==> config.mk <==
export PLATFORM = sky130hd
export DESIGN_NAME = memp_vector_streamer
export DESIGN_NICKNAME = d
export VERILOG_FILES = /design/src/rtl/memp_vector_streamer.sv
export SDC_FILE = /design/constraint.sdc
export NUM_CORES = 1
export LEC_CHECK = 0
export ABC_CLOCK_PERIOD_IN_PS = 3800
export CORE_AREA = 2 2 228 230
export CTS_CLUSTER_DIAMETER = 120
export DETAILED_ROUTE_END_ITERATION = 6
export DIE_AREA = 0 0 230 232
export GPL_TIMING_DRIVEN = 0
export RECOVER_POWER = 25
export SKIP_LAST_GASP = 1
export SLEW_MARGIN = 20
export SYNTH_ARGS = -nofsm -noshare
export SYNTH_HDL_FRONTEND = slang
export SYNTH_SLANG_ARGS = --single-unit
==> constraint.sdc <==
create_clock -name clk_i -period 3.8 [get_ports clk_i]
set_input_delay 0.38 -clock clk_i [delete_from_list [all_inputs] [get_ports clk_i]]
set_output_delay 0.38 -clock clk_i [all_outputs]
set_load 0.01 [all_outputs]
==> src/rtl/memp_vector_streamer.sv <==
// memp_vector_streamer
//   Read-side sequencer for a memP-style wide vector memory. A start command
//   walks a contiguous range of word addresses on read_address_o. Each word
//   returned by the combinational read port is captured into out_data_o and
//   offered on a valid/ready stream. finish_o pulses for one cycle once the
//   last word has been taken.
//
// Ports
//   clk_i            clock, everything on the rising edge
//   reset_i          synchronous active-high reset
//   start_i          command strobe, only looked at while idle
//   base_address_i   first word address of the command
//   word_count_i     number of words in the command (0 = empty command)
//   read_address_o   registered address driven to the memory read port
//   memory_output_i  combinational read data for read_address_o
//   out_data_o       registered stream word
//   out_valid_o      out_data_o holds a word
//   out_ready_i      downstream takes the word this cycle
//   busy_o           a command is in progress
//   finish_o         one-cycle completion pulse
//   out_last_o       (MEMP_STREAM_LAST_EN only) current word is the final one
//
// Build option
//   MEMP_STREAM_LAST_EN : adds the out_last_o flag. Undefined by default.

module memp_vector_streamer #(
  parameter int element_width = 32,
  parameter int no_of_units   = 8,
  parameter int address_width = 20
) (
  input  logic                                 clk_i,
  input  logic                                 reset_i,
  input  logic                                 start_i,
  input  logic [address_width-1:0]             base_address_i,
  input  logic [address_width-1:0]             word_count_i,
  output logic [address_width-1:0]             read_address_o,
  input  logic [no_of_units*element_width-1:0] memory_output_i,
  output logic [no_of_units*element_width-1:0] out_data_o,
  output logic                                 out_valid_o,
  input  logic                                 out_ready_i,
  output logic                                 busy_o,
  output logic                                 finish_o
`ifdef MEMP_STREAM_LAST_EN
  ,
  output logic                                 out_last_o
`endif
);

  typedef enum logic [1:0] {
    IDLE,
    STREAM,
    DONE
  } state_t;

  state_t                               state_q;
  logic [address_width-1:0]             read_address_q;
  logic [address_width-1:0]             read_address_d;
  logic [address_width-1:0]             remaining_q;
  logic [address_width-1:0]             remaining_d;
  logic [no_of_units*element_width-1:0] out_data_q;
  logic                                 out_valid_q;
  logic                                 busy_q;
  logic                                 finish_q;
  logic                                 slot_free;
  logic                                 load;
`ifdef MEMP_STREAM_LAST_EN
  logic                                 out_last_q;
`endif

  // The output register can take a new word when it is empty or when its
  // current word is being accepted in this same cycle.
  always_comb begin
    slot_free      = !out_valid_q || out_ready_i;
    load           = (state_q == STREAM) && (remaining_q != '0) && slot_free;
    read_address_d = read_address_q + address_width'(1);
    remaining_d    = remaining_q - address_width'(1);
  end

  // Single-process FSM; every output comes straight from a register.
  always_ff @(posedge clk_i) begin
    if (reset_i) begin
      state_q        <= IDLE;
      read_address_q <= '0;
      remaining_q    <= '0;
      out_data_q     <= '0;
      out_valid_q    <= 1'b0;
      busy_q         <= 1'b0;
      finish_q       <= 1'b0;
`ifdef MEMP_STREAM_LAST_EN
      out_last_q     <= 1'b0;
`endif
    end else begin
      finish_q <= 1'b0;
      unique case (state_q)
        IDLE: begin
          if (start_i) begin
            if (word_count_i != '0) begin
              read_address_q <= base_address_i;
              remaining_q    <= word_count_i;
              busy_q         <= 1'b1;
              state_q        <= STREAM;
            end else begin
              // Empty command: report completion without ever going busy.
              finish_q <= 1'b1;
              state_q  <= DONE;
            end
          end
        end
        STREAM: begin
          if (load) begin
            // Word is sampled now, so later writes to this address are not seen.
            out_data_q     <= memory_output_i;
            out_valid_q    <= 1'b1;
            read_address_q <= read_address_d;
            remaining_q    <= remaining_d;
`ifdef MEMP_STREAM_LAST_EN
            out_last_q     <= (remaining_q == address_width'(1));
`endif
          end else if ((remaining_q == '0) && slot_free) begin
            // Final word has left (or is leaving) the output register.
            out_valid_q <= 1'b0;
            finish_q    <= 1'b1;
            state_q     <= DONE;
`ifdef MEMP_STREAM_LAST_EN
            out_last_q  <= 1'b0;
`endif
          end else if (out_valid_q && out_ready_i) begin
            out_valid_q <= 1'b0;
`ifdef MEMP_STREAM_LAST_EN
            out_last_q  <= 1'b0;
`endif
          end
        end
        DONE: begin
          // finish and busy drop together on this edge; start is ignored here.
          busy_q  <= 1'b0;
          state_q <= IDLE;
        end
        default: state_q <= IDLE;
      endcase
    end
  end

  assign read_address_o = read_address_q;
  assign out_data_o     = out_data_q;
  assign out_valid_o    = out_valid_q;
  assign busy_o         = busy_q;
  assign finish_o       = finish_q;
`ifdef MEMP_STREAM_LAST_EN
  assign out_last_o     = out_last_q;
`endif

endmodule

; ---- Word level (Yosys, flattened, before mapping)
; Index checks and enable logic that the tools add are counted.
[classes]
addsub = 2
multipliers = 0
n_div = 0
order_cmp = 0
eq_ne = 7
shifts = 0
muxes = 24
n_bitwise = 0
reduce_logical = 18
[ops]
columns = op, count
row1 = $mux W20, 6
row2 = $pmux W20 S2, 2
row3 = $reduce_bool A20 Y1, 2
row4 = $add A20 B1 Y20 const B, 1
row5 = $logic_not A20 Y1, 1
row6 = $sub A20 B1 Y20 const B, 1
row7 = $mux W1, 9
row8 = $mux W2, 4
row9 = $ne A2 B2 Y1 const B, 4
row10 = $reduce_and A3 Y1, 2
row11 = $logic_and A1 B1 Y1, 4
row12 = $pmux W1 S2, 2
row13 = $pmux W2 S2, 1
row14 = $reduce_and A2 Y1, 2
row15 = $reduce_and A4 Y1, 1
row16 = $reduce_bool A2 Y1, 2
row17 = $reduce_bool A3 Y1, 1
row18 = $eq A2 B1 Y1 const B, 1
row19 = $eq A2 B2 Y1 const B, 1
row20 = $logic_not A2 Y1, 1
row21 = $ne A2 B1 Y1 const B, 1
row22 = $logic_not A1 Y1, 1
row23 = $logic_or A1 B1 Y1, 1
[word_totals]
register_bits = 301
latchBits = 0
ramBits = 0
mem_bits_ro = 0
input_bits = 300
out_inout_bits = 279
wordCells = 58
mem_count = 0

; ---- Depth between registers and ports, before layout
; Gate-level depths: netlist of the first run.
[depth]
word_depth = 6
mapped_depth = 10
mapped_depth_nobuf = 8

; ---- Least setup slack after synthesis of the first run
; Ideal clock, no wire load.
[synth_path]
kind = register -> register
startpoint = register remaining_q[6]
endpoint = register read_address_q[5] (netlist: read_address_o[5])
setup_ps = 116
arrival_ps = 2164
t_required_ps = 3684
slack_ps = 1520
stages_incl_launch_ff = 10
path_buffers = 3
period_less_slack_ps = 2280
path_cell_list = dfxtp_1 -> or4_1 -> buf_2 -> nor4_4 -> a311o_1 -> buf_6 -> o21a_4 -> buf_6 -> nor3_1 -> a31o_2
[synth_between]
elab_chain_len = 5
[synth_lines]
columns = item, line
row1 = "start, declared", 58  ; logic [address_width-1:0] remaining_q;
row2 = "start signal, assigned", 99  ; remaining_q <= word_count_i;
row3 = "start signal, assigned", 115  ; remaining_q <= remaining_d;
row4 = $reduce_bool A20 Y1, 74  ; load = (state_q == STREAM) && (remaining_q != '0) && slot_free;
row5 = $logic_and A1 B1 Y1 (2 in series), 74
row6 = $ne A2 B2 Y1 (no line), -
row7 = $reduce_and A4 Y1 (no line), -
row8 = "end signal, assigned", 98  ; read_address_q <= base_address_i;
row9 = "end signal, assigned", 114  ; read_address_q <= read_address_d;
row10 = "end, declared", 56  ; logic [address_width-1:0] read_address_q;
; Every way passes these cells.
; A chain may end at the register's enable or synchronous reset.

; ---- Final worst setup path of the first run
[layout_path]
startpoint = register remaining_q[6]
endpoint = register out_data_q[0] (netlist: out_data_o[0])
[layout_between]
elab_chain_len = 4
[layout_lines]
columns = item, line
row1 = $reduce_bool A20 Y1, 74
row2 = $logic_and A1 B1 Y1 (2 in series), 74
row3 = $reduce_and A2 Y1 (no line), -
row4 = "end signal, assigned", 112  ; out_data_q <= memory_output_i;
row5 = "end, declared", 60  ; logic [no_of_units*element_width-1:0] out_data_q;
; Every way passes these cells.

==> results of run 1 <==
## sequential cells by signal, summed over array words and instances (netlist names)
register        flops
read_address_o     20
out_data_o        256
busy_o              1
finish_o            1
out_valid_o         1
state_q             2
remaining_q        20
## worst max-delay path by stage
stage	startpoint	to	cells past startpoint
after floorplan	remaining_q[6]$_SDFFE_PP0P_	read_address_o[5]$_SDFFE_PP0P_	9
after global placement	word_count_i[1]	remaining_q[13]$_SDFFE_PP0P_	9
after detailed placement	remaining_q[6]$_SDFFE_PP0P_	out_data_o[0]$_SDFFE_PP0P_	9
after CTS	remaining_q[6]$_SDFFE_PP0P_	out_data_o[0]$_SDFFE_PP0P_	9
after global routing	remaining_q[6]$_SDFFE_PP0P_	out_data_o[0]$_SDFFE_PP0P_	9
final	remaining_q[6]$_SDFFE_PP0P_	out_data_o[0]$_SDFFE_PP0P_	9
## kinds of logic after synthesis
group	Yosys count	share of synthesized area
buf+inv	122	0.0777
xor+xnor	1	0.000737
fa+ha+maj	3	0.00316
compound gates	393	0.182
flops	301	0.507
simple gates	678	0.229
## metal layers
layer | GRT usage | vias to the layer above | wire length, µm
met5 | 0 | - | 25
met4 | 0.0583 | 4 | 1350
met3 | 0.0484 | 74 | 4190
met2 | 0.325 | 582 | 25400
met1 | 0.221 | 5969 | 21300
li1 | - | 6226 | -
## through the flow
stage          hold slack [ps]  utilization
3_3_place_gp               442        0.364
4_1_cts                    266        0.389
5_1_grt                    309        0.389
2_1_floorplan              443            -
3_5_place_dp               446        0.364
6_report                   305        0.389
## area by class of cell
type	instances	area, µm²
fillers	5160	31100
flip-flops and latches	301	6030
repair buffers	577	5780
multi-input cells	1075	4940
clock buffers	50	1040
plain buffers	115	897
well taps	680	851
clock inverters	16	243
inverters	7	26.3
## cell usage after synthesis (2+ instances only)
master	n	area share
or4_1	6	0.0038
ha_1	3	0.0032
o32ai_1	6	0.0044
a21oi_1	308	0.13
inv_1	7	0.0022
a22o_1	2	0.0015
nand2b_1	10	0.0053
buf_4	2	0.0013
a221oi_1	2	0.0015
nor4_1	8	0.0042
nand2_1	571	0.18
buf_1	4	0.0013
or3_1	3	0.0016
o21ai_0	34	0.014
o31ai_1	7	0.0044
o41ai_1	3	0.0022
nor3_1	14	0.0059
a211oi_1	2	0.0013
dfxtp_1	301	0.51
a22oi_1	3	0.0019
a21o_1	3	0.0019
clkbuf_1	43	0.014
nor2_1	32	0.010
buf_2	6	0.0025
and4_1	2	0.0015
nor3b_1	2	0.0013
a211oi_2	5	0.0053
buf_6	60	0.057
and2_1	3	0.0016
a311oi_1	3	0.0022
nand4_1	3	0.0016
nand3_1	19	0.0080
## power groups by stage
stage	registers [mW]	clock network, mW	logic [mW]
final	3.62	3.71	2.25
after global routing	3.66	3.93	2.43
after CTS	3.63	3.81	2.32
after detailed placement	3.69	0	2.31
after global placement	3.68	0	2.29
after floorplan	3.78	0	0.972
## worst max-delay path, cell delays in order (launching register included)
cell and delay, ps:
dfxtp_1 380, or4_1 530, buf_2 200, nor4_4 360, nand3_1 200, and2_1 230
buf_2 180, clkbuf_1 270, nand2_1 220, a21oi_1 90
==> impl_metrics.ini, run 1 <==
[global_route]
overflow = 0
antenna_found_initial = 2
grt_start_max_net_pins = 13
grt_use_total = 0.186
grt_pass1_wl_um = 76200
grt_pass1_vias = 12500

[clock_tree]
hold_buffers = 0
htree_levels = 2
cts.clk_slew.worst_paths_ps = 70
clock_sinks = 301
cts_inserted_buffers = 37
cts_tree = done
cts_setup_buffers = 0
cts_buffer_depth = 3
worstSkewPairLatency_ps = 550
cts_resized = 0
cts_root_buffer = clkbuf_16

[pwr]
power.density_nw_per_um2 = 484
vdd_drop_max_v = 0.000257
p_sw_frac = 0.288
power_frac_seq = 0.378
combPwrFrac = 0.235
internal-power_mw = 6.82
p_clk_frac = 0.387
power_mw = 9.59
power.leakage_nw = 7.52
p_sw_mw = 2.77

[worst_hold_path]
holdPathEnd = read_address_o[5]$_SDFFE_PP0P_
hold_depth = 3
min_from = reset_i
hold_class = input port to flip-flop

[floorplanning]
io_pins = 579
core-area_um2 = 50900
rows = 83
die_x_um = 230
die-area_um2 = 53400
die_y_um = 232
initial_utilization = 0.234

[logic_synthesis]
ys_seq_elements = 301
ys_warn_count = 0
mappedNetlistArea_um2 = 11900
avgSynthCellArea_um2 = 7.94
synth_top_flop_cell = dfxtp_1
syn_nets = 1801
synth_edf_count = 0
synth_cell_types = 53
syn_inst = 1498
postSynth.asyncResetShare = 0
ys_seq_area_frac = 0.507

[critical_path]
start_kind = flip-flop
critPathMaxFanout = 10
rrSetupSlack_ps = 990
ff2ff_path_depth = 9
reg2reg_to = out_data_o[0]$_SDFFE_PP0P_
cp.required_ps = 4190
crit_arrival_ps = 3210
worst-setup-path-type = flip-flop to flip-flop
timing.rr.start = remaining_q[6]$_SDFFE_PP0P_
cp-end-kind = flip-flop

[sta]
setup_ws_ps = 985
rsz0062_at_grt = false
finalClockSkew_ps = 27.3
hold_viol = 0
fin_crit_ps = 2810
slew_headroom = 0.415
max_freq_mhz = 355
tns_ps = 0
final_max_slew_viol_count = 0
setup_viol = 0
worst_pin_slew_ps = 878
fin_crit_sh = 0.741

[cells_and_area]
nets = 2417
layout_common_cells = 571 x nand2_1, 432 x clkdlybuf4s50_1, 308 x a21oi_1
drive_gt1_frac = 0.0654
mostFrequentLayoutCell = nand2_1
fin_area_um2 = 19800
stdcell_count = 2821
diodes = 0
syn_to_final_growth_pct = 66.6

[place]
place_inst = 2755
dp_hpwl_um = 40800
gp_congestion = 0.890
place_ws_ps = 990
placed_area_um2 = 18500
portBuffers = 577

[run_status]
status = finished clean

[route]
drt_drc_violations_left = 0
avgRoutedWirePerCell_um = 18.5
first_pass_iters = 5
routed_wl_um = 52300
ant_nets = 0
drt-initial-drc-count = 656
viasPerCell = 4.56
dr_total_vias = 12900

[job]
drv_cap = 0
Power figures use the tool's default switching activity.
==> inputs of run 2 (changes only) <==
- ABC_CLOCK_PERIOD_IN_PS: 3800 -> 2600
- clock period: 3.8 -> 2.6 ns (I/O delays scaled with it)
==> impl_metrics.ini, run 2 (synthesized netlist as in run 1, its figures left out) <==
[sta]
fin_crit_ps = 2500
max_freq_mhz = 399
worst_pin_slew_ps = 885
setup_ws_ps = 95.9
fin_hold_ws_ps = 181
final_max_slew_viol_count = 0
slew_headroom = 0.410
fin_crit_sh = 0.963
finalClockSkew_ps = 25.2
hold_viol = 0
setup_viol = 0

[critical_path]
startpoint = remaining_q[7]$_SDFFE_PP0P_
timing.rr.start = remaining_q[7]$_SDFFE_PP0P_
cp.required_ps = 3040
path_cells = or4_4, buf_6, nor4_4, a311o_1, buf_6, o21a_4, buf_8, nor3_1, a31o_2
reg2reg_to = read_address_o[5]$_SDFFE_PP0P_
rrSetupSlack_ps = 100
critPathMaxFanout = 7
worst-setup-path-type = flip-flop to flip-flop
endpoint = read_address_o[5]$_SDFFE_PP0P_
start_kind = flip-flop
critical-path-top-delay-family = simple AND/OR/NAND/NOR gates
crit_top_cell = buf_6
cpMaxStageDelayCell = or4_4
ff2ff_path_depth = 9
crit_arrival_ps = 2940
max_stage_delay_ps = 510
path_buf_inv = 3
crit_cells = 9
cp-end-kind = flip-flop

[pwr]
power.density_nw_per_um2 = 707
power_mw = 14.1
power.leakage_nw = 7.60
vdd_drop_max_v = 0.000374

[worst_hold_path]
min_from = reset_i
hold_class = input port to flip-flop
hold_depth = 3

[place]
place_inst = 2755
place_ws_ps = -210
placed_area_um2 = 18500
dp_hpwl_um = 40800
gp_congestion = 0.890
portBuffers = 577

[clock_tree]
worstSkewPairLatency_ps = 550
htree_levels = 2
cts_tree = done
cts.clk_slew.worst_paths_ps = 60
cts_buffer_depth = 3
cts_root_buffer = clkbuf_16
cts_inserted_buffers = 37
clock_sinks = 301

[cells_and_area]
stdcell_count = 2830
largest_reg_flops = 256
n_fill_cell = 5152
mostFrequentLayoutCell = nand2_1
fin_area_um2 = 20000
nets = 2426
layout_common_cells = 567 x nand2_1, 433 x clkdlybuf4s50_1, 308 x a21oi_1
drive_gt1_frac = 0.0763
diodes = 0
syn_to_final_growth_pct = 68.1

[floorplanning]
initial_utilization = 0.234
core-area_um2 = 50900
rows = 83
die-area_um2 = 53400
io_pins = 579
die_x_um = 230
die_y_um = 232

[global_route]
grt_pass1_wl_um = 76200
antenna_found_initial = 2
grt_use_total = 0.186
grt_pass1_vias = 12500
grt_start_max_net_pins = 13
overflow = 0

[route]
first_pass_iters = 5
drt-initial-drc-count = 717
dr_total_vias = 12900
routed_wl_um = 52700
ant_nets = 0
avgRoutedWirePerCell_um = 18.6
viasPerCell = 4.56
drt_drc_violations_left = 0

[job]
drv_cap = 0

[run_status]
status = finished clean
-- run 2: worst reg2reg max path, cell delays in order, from the launching register on --
cell and delay (ps):
dfxtp_2 340, or4_4 510, buf_6 160, nor4_4 340, a311o_1 230, buf_6 180, o21a_4 240, buf_8 150
nor3_1 50, a31o_2 210
-- run 2: worst min-delay path by stage --
stage          slack (ps)                        endpoint
2_1_floorplan         400      out_data_o[0]$_SDFFE_PP0P_
3_3_place_gp          440    out_data_o[162]$_SDFFE_PP0P_
3_5_place_dp          450    out_data_o[207]$_SDFFE_PP0P_
4_1_cts               150  read_address_o[5]$_SDFFE_PP0P_
5_1_grt               190  read_address_o[5]$_SDFFE_PP0P_
6_report              180  read_address_o[5]$_SDFFE_PP0P_
-- run 2: layout make-up --
class / instances / area (µm²) / share of cell area
clock buffer: 50 / 1040 / 0.0523
tap: 680 / 851 / 0.0426
sequential: 301 / 6030 / 0.302
inverter: 7 / 26.3 / 0.00131
clock inverter: 16 / 243 / 0.0121
timing repair buffer: 587 / 5870 / 0.293
buffer: 114 / 953 / 0.0477
multi-input combinational: 1075 / 4970 / 0.249
-- run 2: stage by stage --
step | utilization | setup TNS, ps
final | 0.393 | 0
after global routing | 0.393 | -110
after CTS | 0.390 | 0
after detailed placement | 0.364 | -21200
after global placement | 0.364 | -10280
after floorplan | - | 0
-- run 2: where the power goes --
group          internal [mW]  leakage, nW  switching [mW]
Clock                   3.33        0.623            2.09
Combinational           1.69         4.52            1.71
Sequential              5.03         2.46           0.269
-- run 2: metal layers --
metal,vias to the layer above,global-route usage,share of wire
met5,-,0,0.00047
met4,4,0.0558,0.025
met3,75,0.0484,0.078
met2,586,0.327,0.49
met1,6008,0.221,0.41
li1,6245,-,-
-- run 2: repair_timing --
item,in CTS,in global routing
resized for setup,7,29
cloned,0,2
pin swaps,1,6
setup endpoints to repair,268,281
buffers inserted,1,7
hold buffers,0,0
